**src/rtl/ulpi_phy_responder.sv**
```systemverilog
// PHY side of the ULPI register-access and RX CMD path: answers link TXCMD
// reads/writes with NXT/DIR timing, keeps the immediate register file, and
// drives queued RX CMD bytes.
module ulpi_phy_responder #(
   parameter logic [15:0] VENDOR_ID    = 16'h0424,
   parameter logic [15:0] PRODUCT_ID   = 16'h0009,
   parameter logic [7:0]  FUN_CTRL_RST = 8'h41,
   parameter logic [7:0]  OTG_CTRL_RST = 8'h06
) (
   input  logic       CLK_60M,
   input  logic       NRST_A_USB,
   input  logic [7:0] ULPI_DATA_I,
   output logic [7:0] ULPI_DATA_O,
   output logic       ULPI_DATA_OE,
   output logic       ULPI_DIR,
   output logic       ULPI_NXT,
   input  logic       ULPI_STP,
   input  logic       RXCMD_REQ,
   input  logic [7:0] RXCMD_VAL,
   output logic       RXCMD_DROP,
   output logic [7:0] FUN_CTRL,
   output logic [7:0] OTG_CTRL,
   output logic       PHY_RST
);

   localparam int unsigned DW = 8;
   localparam int unsigned AW = 6;

   localparam logic [3:0] ST_IDLE    = 4'd0;
   localparam logic [3:0] ST_W_ACK   = 4'd1;
   localparam logic [3:0] ST_W_DATA  = 4'd2;
   localparam logic [3:0] ST_W_STP   = 4'd3;
   localparam logic [3:0] ST_R_ACK   = 4'd4;
   localparam logic [3:0] ST_R_TA1   = 4'd5;
   localparam logic [3:0] ST_R_DATA  = 4'd6;
   localparam logic [3:0] ST_R_TA2   = 4'd7;
   localparam logic [3:0] ST_RX_TA1  = 4'd8;
   localparam logic [3:0] ST_RX_DATA = 4'd9;
   localparam logic [3:0] ST_RX_TA2  = 4'd10;

   localparam logic [2:0] TGT_NONE = 3'd0;
   localparam logic [2:0] TGT_FUN  = 3'd1;
   localparam logic [2:0] TGT_IFC  = 3'd2;
   localparam logic [2:0] TGT_OTG  = 3'd3;
   localparam logic [2:0] TGT_SCR  = 3'd4;

   localparam logic [1:0] OP_WR  = 2'd0;
   localparam logic [1:0] OP_SET = 2'd1;
   localparam logic [1:0] OP_CLR = 2'd2;

   localparam logic [AW-1:0] ADDR_EXT = 6'h2F;
   // Bit 5 of Function Control is the self-clearing PHY reset request.
   localparam logic [DW-1:0] FUN_MASK = 8'hDF;

   logic [3:0]    r_state, w_state_nxt;
   logic [AW-1:0] r_addr,  w_addr_nxt;
   logic [DW-1:0] r_wdata, w_wdata_nxt;
   logic          r_dir,   w_dir_nxt;
   logic          r_nxt,   w_nxt_nxt;
   logic          r_oe,    w_oe_nxt;
   logic [DW-1:0] r_dout,  w_dout_nxt;
   logic          w_commit;
   logic          w_consume;

   logic          r_pend_vld;
   logic [DW-1:0] r_pend;
   logic          r_drop;
   logic          r_phy_rst;

   logic [DW-1:0] r_fun, r_ifc, r_otg, r_scr;

   logic [2:0]    w_tgt;
   logic [1:0]    w_op;
   logic [DW-1:0] w_cur;
   logic [DW-1:0] w_new;
   logic [DW-1:0] w_rd_data;
   logic          w_is_txcmd;

   // Address decode into target register and alias operation
   always_comb begin
      w_tgt = TGT_NONE;
      w_op  = OP_WR;
      case (r_addr)
         6'h04: begin w_tgt = TGT_FUN; w_op = OP_WR;  end
         6'h05: begin w_tgt = TGT_FUN; w_op = OP_SET; end
         6'h06: begin w_tgt = TGT_FUN; w_op = OP_CLR; end
         6'h07: begin w_tgt = TGT_IFC; w_op = OP_WR;  end
         6'h08: begin w_tgt = TGT_IFC; w_op = OP_SET; end
         6'h09: begin w_tgt = TGT_IFC; w_op = OP_CLR; end
         6'h0A: begin w_tgt = TGT_OTG; w_op = OP_WR;  end
         6'h0B: begin w_tgt = TGT_OTG; w_op = OP_SET; end
         6'h0C: begin w_tgt = TGT_OTG; w_op = OP_CLR; end
         6'h16: begin w_tgt = TGT_SCR; w_op = OP_WR;  end
         6'h17: begin w_tgt = TGT_SCR; w_op = OP_SET; end
         6'h18: begin w_tgt = TGT_SCR; w_op = OP_CLR; end
         default: begin w_tgt = TGT_NONE; w_op = OP_WR; end
      endcase
   end

   // Current value of the addressed register, its post-write value, and read data
   always_comb begin
      w_cur = '0;
      case (w_tgt)
         TGT_FUN: w_cur = r_fun;
         TGT_IFC: w_cur = r_ifc;
         TGT_OTG: w_cur = r_otg;
         TGT_SCR: w_cur = r_scr;
         default: w_cur = '0;
      endcase

      case (w_op)
         OP_SET:  w_new = w_cur | r_wdata;
         OP_CLR:  w_new = w_cur & ~r_wdata;
         default: w_new = r_wdata;
      endcase

      case (r_addr)
         6'h00:   w_rd_data = VENDOR_ID[7:0];
         6'h01:   w_rd_data = VENDOR_ID[15:8];
         6'h02:   w_rd_data = PRODUCT_ID[7:0];
         6'h03:   w_rd_data = PRODUCT_ID[15:8];
         default: w_rd_data = w_cur;
      endcase
   end

   assign w_is_txcmd = ULPI_DATA_I[7] && (ULPI_DATA_I[5:0] != ADDR_EXT);

   // Next-state and next-output logic
   always_comb begin
      w_state_nxt = r_state;
      w_addr_nxt  = r_addr;
      w_wdata_nxt = r_wdata;
      w_dir_nxt   = r_dir;
      w_nxt_nxt   = r_nxt;
      w_oe_nxt    = r_oe;
      w_dout_nxt  = r_dout;
      w_commit    = 1'b0;
      w_consume   = 1'b0;

      case (r_state)
         ST_IDLE: begin
            if (!r_dir && w_is_txcmd) begin
               w_addr_nxt  = ULPI_DATA_I[5:0];
               w_nxt_nxt   = 1'b1;
               w_state_nxt = ULPI_DATA_I[6] ? ST_R_ACK : ST_W_ACK;
            end else if (!r_dir && (ULPI_DATA_I == 8'h00) && r_pend_vld) begin
               w_dir_nxt   = 1'b1;
               w_oe_nxt    = 1'b0;
               w_state_nxt = ST_RX_TA1;
            end
         end
         ST_W_ACK: begin
            if (ULPI_STP) begin
               w_nxt_nxt   = 1'b0;
               w_state_nxt = ST_IDLE;
            end else begin
               w_state_nxt = ST_W_DATA;
            end
         end
         ST_W_DATA: begin
            w_nxt_nxt = 1'b0;
            if (ULPI_STP) begin
               w_state_nxt = ST_IDLE;
            end else begin
               w_wdata_nxt = ULPI_DATA_I;
               w_state_nxt = ST_W_STP;
            end
         end
         ST_W_STP: begin
            if (ULPI_STP) begin
               w_commit    = 1'b1;
               w_state_nxt = ST_IDLE;
            end
         end
         ST_R_ACK: begin
            w_nxt_nxt = 1'b0;
            if (ULPI_STP) begin
               w_state_nxt = ST_IDLE;
            end else begin
               w_dir_nxt   = 1'b1;
               w_oe_nxt    = 1'b0;
               w_state_nxt = ST_R_TA1;
            end
         end
         ST_R_TA1: begin
            w_oe_nxt    = 1'b1;
            w_dout_nxt  = w_rd_data;
            w_state_nxt = ST_R_DATA;
         end
         ST_R_DATA: begin
            w_dir_nxt   = 1'b0;
            w_oe_nxt    = 1'b0;
            w_dout_nxt  = '0;
            w_state_nxt = ST_R_TA2;
         end
         ST_RX_TA1: begin
            w_oe_nxt    = 1'b1;
            w_nxt_nxt   = 1'b0;
            w_dout_nxt  = r_pend;
            w_consume   = 1'b1;
            w_state_nxt = ST_RX_DATA;
         end
         ST_RX_DATA: begin
            w_dir_nxt   = 1'b0;
            w_oe_nxt    = 1'b0;
            w_dout_nxt  = '0;
            w_state_nxt = ST_RX_TA2;
         end
         ST_R_TA2, ST_RX_TA2: begin
            w_state_nxt = ST_IDLE;
         end
         default: begin
            w_dir_nxt   = 1'b0;
            w_nxt_nxt   = 1'b0;
            w_oe_nxt    = 1'b0;
            w_dout_nxt  = '0;
            w_state_nxt = ST_IDLE;
         end
      endcase
   end

   // State and bus output registers
   always_ff @(posedge CLK_60M) begin
      if (!NRST_A_USB) begin
         r_state <= ST_IDLE;
         r_addr  <= '0;
         r_wdata <= '0;
         r_dir   <= 1'b0;
         r_nxt   <= 1'b0;
         r_oe    <= 1'b0;
         r_dout  <= '0;
      end else begin
         r_state <= w_state_nxt;
         r_addr  <= w_addr_nxt;
         r_wdata <= w_wdata_nxt;
         r_dir   <= w_dir_nxt;
         r_nxt   <= w_nxt_nxt;
         r_oe    <= w_oe_nxt;
         r_dout  <= w_dout_nxt;
      end
   end

   // Immediate register file and PHY reset pulse
   always_ff @(posedge CLK_60M) begin
      if (!NRST_A_USB) begin
         r_fun     <= FUN_CTRL_RST & FUN_MASK;
         r_ifc     <= 8'h00;
         r_otg     <= OTG_CTRL_RST;
         r_scr     <= 8'h00;
         r_phy_rst <= 1'b0;
      end else begin
         r_phy_rst <= w_commit && (w_tgt == TGT_FUN) && (w_op != OP_CLR) && r_wdata[5];
         if (w_commit) begin
            case (w_tgt)
               TGT_FUN: r_fun <= w_new & FUN_MASK;
               TGT_IFC: r_ifc <= w_new;
               TGT_OTG: r_otg <= w_new;
               TGT_SCR: r_scr <= w_new;
               default: ;
            endcase
         end
      end
   end

   // One-deep RX CMD slot; a request landing on the consume cycle is not a drop
   always_ff @(posedge CLK_60M) begin
      if (!NRST_A_USB) begin
         r_pend_vld <= 1'b0;
         r_pend     <= '0;
         r_drop     <= 1'b0;
      end else begin
         r_drop <= RXCMD_REQ && r_pend_vld && !w_consume;
         if (RXCMD_REQ) begin
            r_pend_vld <= 1'b1;
            r_pend     <= RXCMD_VAL;
         end else if (w_consume) begin
            r_pend_vld <= 1'b0;
         end
      end
   end

   assign ULPI_DATA_O  = r_dout;
   assign ULPI_DATA_OE = r_oe;
   assign ULPI_DIR     = r_dir;
   assign ULPI_NXT     = r_nxt;
   assign RXCMD_DROP   = r_drop;
   assign FUN_CTRL     = r_fun;
   assign OTG_CTRL     = r_otg;
   assign PHY_RST      = r_phy_rst;

endmodule

```
**config.mk**
```make
export PLATFORM = sky130hd
export DESIGN_NAME = ulpi_phy_responder
export DESIGN_NICKNAME = d
export VERILOG_FILES = /design/src/rtl/ulpi_phy_responder.sv
export SDC_FILE = /design/constraint.sdc
export NUM_CORES = 1
export LEC_CHECK = 0
export ABC_AREA = 1
export CORE_AREA = 8 8 125 138
export DETAILED_ROUTE_END_ITERATION = 8
export DIE_AREA = 0 0 133 146
export PLACE_DENSITY = 0.44
export SETUP_SLACK_MARGIN = 0.05
export SLEW_MARGIN = 20
export SYNTH_ARGS = -nofsm -noshare
export SYNTH_HDL_FRONTEND = slang
export SYNTH_SLANG_ARGS = --single-unit
```
**constraint.sdc**
```tcl
create_clock -name CLK_60M -period 2.39 [get_ports CLK_60M]
set_input_delay 0.478 -clock CLK_60M [delete_from_list [all_inputs] [get_ports CLK_60M]]
set_output_delay 0.478 -clock CLK_60M [all_outputs]
set_load 0.005 [all_outputs]
```
* Word level (Yosys, flattened, before mapping) *
Memories as Yosys holds them, arrays and structs flattened. A register that Yosys moved wholly into a read port is not among the register bits.
Index checks and enable logic that the tools add are counted.

storage, ports and cells
  ROM bits = 160
  word-level logic and storage cells = 112
  register bits after elaboration = 71
  memories = 1
  input port bits = 20
  output and inout port bits = 29

memory list
  name             words  bits a word  read ports  clocked after Yosys merged registers in  wr ports  line  RTL
  (no name shown)  32     5            1           1                                        0         83    case (r_addr)

operators by class
  bitwise logic cells = 7
  reductions and logical operators = 30
  equal/unequal tests = 28
  muxes and demuxes = 31

operators by type and width
  operator                                              number
  one-hot mux 8 bit (4 select lines)                    2
  one-hot mux 4 bit (9 select lines)                    1
  one-hot mux 8 bit (3 select lines)                    1
  equality test 4 x 3 -> 1 bit (second input constant)  4
  one-hot mux 8 bit (2 select lines)                    1
  2-to-1 mux 5 bit                                      3
  inequality test 2 bit (second input constant)         7
  AND reduction 2 bit                                   7
  OR reduction 7 bit                                    2
  2-to-1 mux 1 bit                                      13
  equality test 4 bit (second input constant)           3
  equality test 6 x 2 -> 1 bit (second input constant)  2
  2-to-1 mux 4 bit                                      3
  logical AND 1 bit                                     9
  AND 8 bit                                             1
  equality test 4 x 2 -> 1 bit (second input constant)  2
  zero test 8 bit                                       1
  NOT 8 bit                                             1
  bitwise OR 8 bit                                      1
  AND reduction 4 bit                                   2
  equality test 3 x 2 -> 1 bit (second input constant)  2
  equality test 6 x 1 -> 1 bit (second input constant)  1
  zero test 6 bit                                       1
  2-to-1 mux 3 bit                                      2
  other kinds (18)                                      24

* Depth between registers and ports, before layout *
  depth in word-level cells = 6
  gate-level depth with buffers = 15

* Worst setup path after synthesis *
Ideal clock, no wire load.

  kind = input to register
  from = input ULPI_DATA_I[7]
  to = register (tool-made name)
  data required time = 2275 ps
  data arrival time = 1855 ps
  setup slack = 420 ps
  stages = 13
  setup time = 115 ps
  buffers on the path = 1
  path through = inv_1 > nor2_2 > nand3_4 > buf_6 > o211ai_1 > inv_1 > ha_1 > inv_1 > nand2_1 > inv_1 > nor2_1 > nor2_1 > nor2_1

RTL lines
  item         line  RTL
  from (decl)  12    input logic [7:0] ULPI_DATA_I,

==> run_results.csv <==
group,metric,value,unit
outcome,run_status,"finished clean",
power_and_ir_drop,p_int,3.08,mW
layout,n_fill_cell,1595,
synthesis,ys_warn_count,0,
layout,drive_gt1_share,12.1,%
synthesis,synth_area,0.00364,mm2
clock_tree,cts_max_level,3,
power_and_ir_drop,power.share.clock,32.1,%
detailed_routing,wl_per_cell,13.8,um
clock_tree,cts_buffer_depth,2,
floorplanning,die_area,0.0194,mm2
setup_path,critical_path_class,"in2reg",
grt,grt_pass1_vias,3404,
layout,antenna_cells,0,
sta,finClkSkew,0.00608,ns
synthesis,ys_seq_area_share,41.7,%
setup_path,setup.worst_path.end_class,"register",
sta,period_minus_slack,2.08,ns
setup_path,crit_start,"ULPI_DATA_I[7]",
synthesis,synthFlopType,"dfxtp_1",
grt,overflow,0,
power_and_ir_drop,p_sw,1.81,mW
detailed_routing,antenna_left,0,
setup_path,crit_path_start_kind,"input pin",
setup_path,cp.required,2.62,ns
synthesis,ys_async_sr_fraction,0,%
floorplanning,die_height,146,um
setup_path,r2r_start,"r_addr[5]$_SDFFE_PN0N_",
floorplanning,io_pins,49,
clock_tree,insertion_delay,0.33,ns
detailed_routing,viasPerCell,4.48,
setup_path,critPathMaxFanout,6,
power_and_ir_drop,p_sw_share,37.1,%
layout,syn2layout_area_growth,31.0,%
detailed_routing,drc,0,
detailed_routing,first_pass_iters,5,
layout,seq_area,0.00152,mm2
sta,setup_viol,0,
power_and_ir_drop,ir_drop,0.341,mV
detailed_routing,routed_wl,10800,um
synthesis,ys_seq_elements,76,
setup_path,r2r_end,"r_ifc[7]$_SDFFE_PN0P_",
layout,design_area,0.00478,mm2
synthesis,synth_nets,544,
power_and_ir_drop,pwr-share-comb,35.9,%
place,portBuffers,47,
synthesis,syn_inst,517,
sta,fin_crit_sh,86.9,%
sta,worst_pin_slew,0.738,ns
power_and_ir_drop,p_leak,2.03,nW
grt,grt_start_max_net_pins,49,
synthesis,ys_top_cells_by_area,"dfxtp_1, nand2_1, o21ai_0",
clock_tree,cts_sinks,76,
clock_tree,cts_made_buffers,9,
floorplanning,core,0.0149,mm2
sta,relSlewSlack,50.6,%
grt,grt_pass1_wl,18000,um
setup_path,crit_arrival,2.30,ns
layout,multi_input_area,0.00184,mm2
detailed_routing,vias,3503,
sta,grt_setup_unrepaired,"no",
grt,antenna_found_initial,0,
detailed_routing,drt_iter0_drc,211,
clock_tree,hold_buffers,0,
synthesis,ys_types,34,
sta,setup_tns,0,ns
floorplanning,rows,47,
grt,track_usage,11.5,%
synthesis,synth-edff-count,0,
synthesis,avgSynthCellArea,7.05,um2
sta,max_freq,0.482,GHz
clock_tree,clk_pin_slew,0.06,ns
clock_tree,cts_setup_buffers,0,
clock_tree,root_buffer,"clkbuf_16",
synthesis,synth.most_common_cell,"nand2_1",
power_and_ir_drop,seq_power_share,32.0,%
place,dp_hpwl,8400,um
setup_path,r2r_slack,0.36,ns
floorplanning,start_util,24.5,%
layout,fin_nets,608,
job,maxCapViolCount,0,
place,gp_congestion,0.778,
setup_path,worst-r2r-cell-count,8,
clock_tree,tritoncts,"done",
synthesis,synth_top_area_share,41.7,%
sta,drv_slew,0,
layout,final_util,32.1,%
worst_hold_path,hp-class,"reg2reg",
synthesis,synth_top_area_cell,"dfxtp_1",
synthesis,synth_top_cells_by_count,"nand2_1, dfxtp_1, nor2_1",
floorplanning,die_x,133,um
clock_tree,post_cts_resized,0,
sta,finalHoldViolations,0,
place,place_area,0.00444,mm2
power_and_ir_drop,p_per_area,1020,mW/mm2
metrics by stage:
| step | setup WS, ns | hold slack, ns | std cells | total power [mW] |
|---|---|---|---|---|
| finish | 0.313 | 0.472 | 782 | 4.89 |
| floorplan | 0.420 | 0.441 | 517 | 2.77 |
| global route | 0.0941 | 0.498 | 782 | 5.25 |
| detailed placement | -0.0248 | 0.456 | 766 | 3.35 |
| global placement | 0.00957 | 0.462 | 766 | 3.34 |
| CTS | 0.336 | 0.474 | 782 | 4.94 |
logic make-up after synthesis:
| kind of cell | count (synthesis) | synth area share (%) |
|---|---|---|
| adder cells (fa/ha/maj) | 7 | 2.40 |
| flip-flops | 76 | 41.7 |
| AND/OR/NAND/NOR | 221 | 27.8 |
| buffers and inverters | 69 | 7.72 |
| AO/OA/AOI/OAI | 143 | 20.3 |
| other | 1 | 0.103 |
worst min-delay path by stage:
| stage | start | slack [ns] | to | depth (start not counted) |
|---|---|---|---|---|
| CTS | ULPI_NXT$_SDFFE_PN0P_ | 0.47 | ULPI_NXT$_SDFFE_PN0P_ | 2 |
| global route | ULPI_NXT$_SDFFE_PN0P_ | 0.50 | ULPI_NXT$_SDFFE_PN0P_ | 2 |
| global placement | ULPI_NXT$_SDFFE_PN0P_ | 0.46 | ULPI_NXT$_SDFFE_PN0P_ | 2 |
| finish | ULPI_NXT$_SDFFE_PN0P_ | 0.47 | ULPI_NXT$_SDFFE_PN0P_ | 2 |
| floorplan | r_wdata[5]$_SDFFE_PN0P_ | 0.44 | PHY_RST$_SDFF_PN0_ | 2 |
| detailed placement | ULPI_NXT$_SDFFE_PN0P_ | 0.46 | ULPI_NXT$_SDFFE_PN0P_ | 2 |
placed cells by master (no fill, tap or decap), drive strengths merged:
master         netlist  routed
clkinvlp             0       1
bufinv               0       3
nor2                80      80
inv                 54      55
o2111ai              1       1
buf                  7      20
nor3b                1       1
nand4                4       4
nor3                 4       4
a21oi               54      54
o22ai                1       1
clkdlybuf4s50        0      47
ha                   7       7
o21a                 1       1
o21ai               77      77
a31oi                6       6
nand2              102     102
dfxtp               76      76
nand3               28      28
a211oi               1       1
clkinv               1       2
clkbuf               7      10
nor4                 2       2
conb                 1       1
o211ai               2       2
per-layer routing:
layer	track usage [%]	part of all wire (%)	routed length (um)
met1	14.9	50	5390
met2	18.0	45	4900
met3	2.66	3.5	383
met4	4.26	1.5	162
met5	0	0	0
registers in the layout, indices dropped and copies added (netlist names), 4 cells and up, named ones only:
name / flops
OTG_CTRL: 8
r_ifc: 8
r_addr: 6
ULPI_DATA_O: 8
r_wdata: 8
r_state: 4
FUN_CTRL: 7
r_scr: 8
r_pend: 8
worst max-delay path, cell delays in order:
cell	delay, ns
clkdlybuf4s50_1	0.45
inv_1	0.05
nor2_2	0.15
nand3_4	0.12
o211ai_1	0.36
inv_1	0.15
ha_1	0.23
inv_1	0.05
nand2_1	0.04
inv_1	0.05
nor2_1	0.04
nor2_1	0.09
nor2_1	0.04
power by group through the flow:
stage	Sequential [mW]	Combinational (mW)	Clock [mW]
after CTS	1.57	1.77	1.61
after detailed placement	1.60	1.76	0
final	1.57	1.75	1.57
after floorplan	1.57	1.21	0
after global placement	1.60	1.74	0
after global routing	1.59	1.99	1.67
final cells by class:
| type | instances | area share (%) |
|---|---|---|
| Clock buffer | 10 | 4.79 |
| Clock inverter | 6 | 2.33 |
| Inverter | 55 | 4.32 |
| Multi-Input combinational cell | 372 | 38.6 |
| Sequential cell | 76 | 31.9 |
| Tap cell | 196 | 5.13 |
| Timing Repair Buffer | 67 | 13.0 |
No activity file was read; power rests on OpenSTA's default activity.
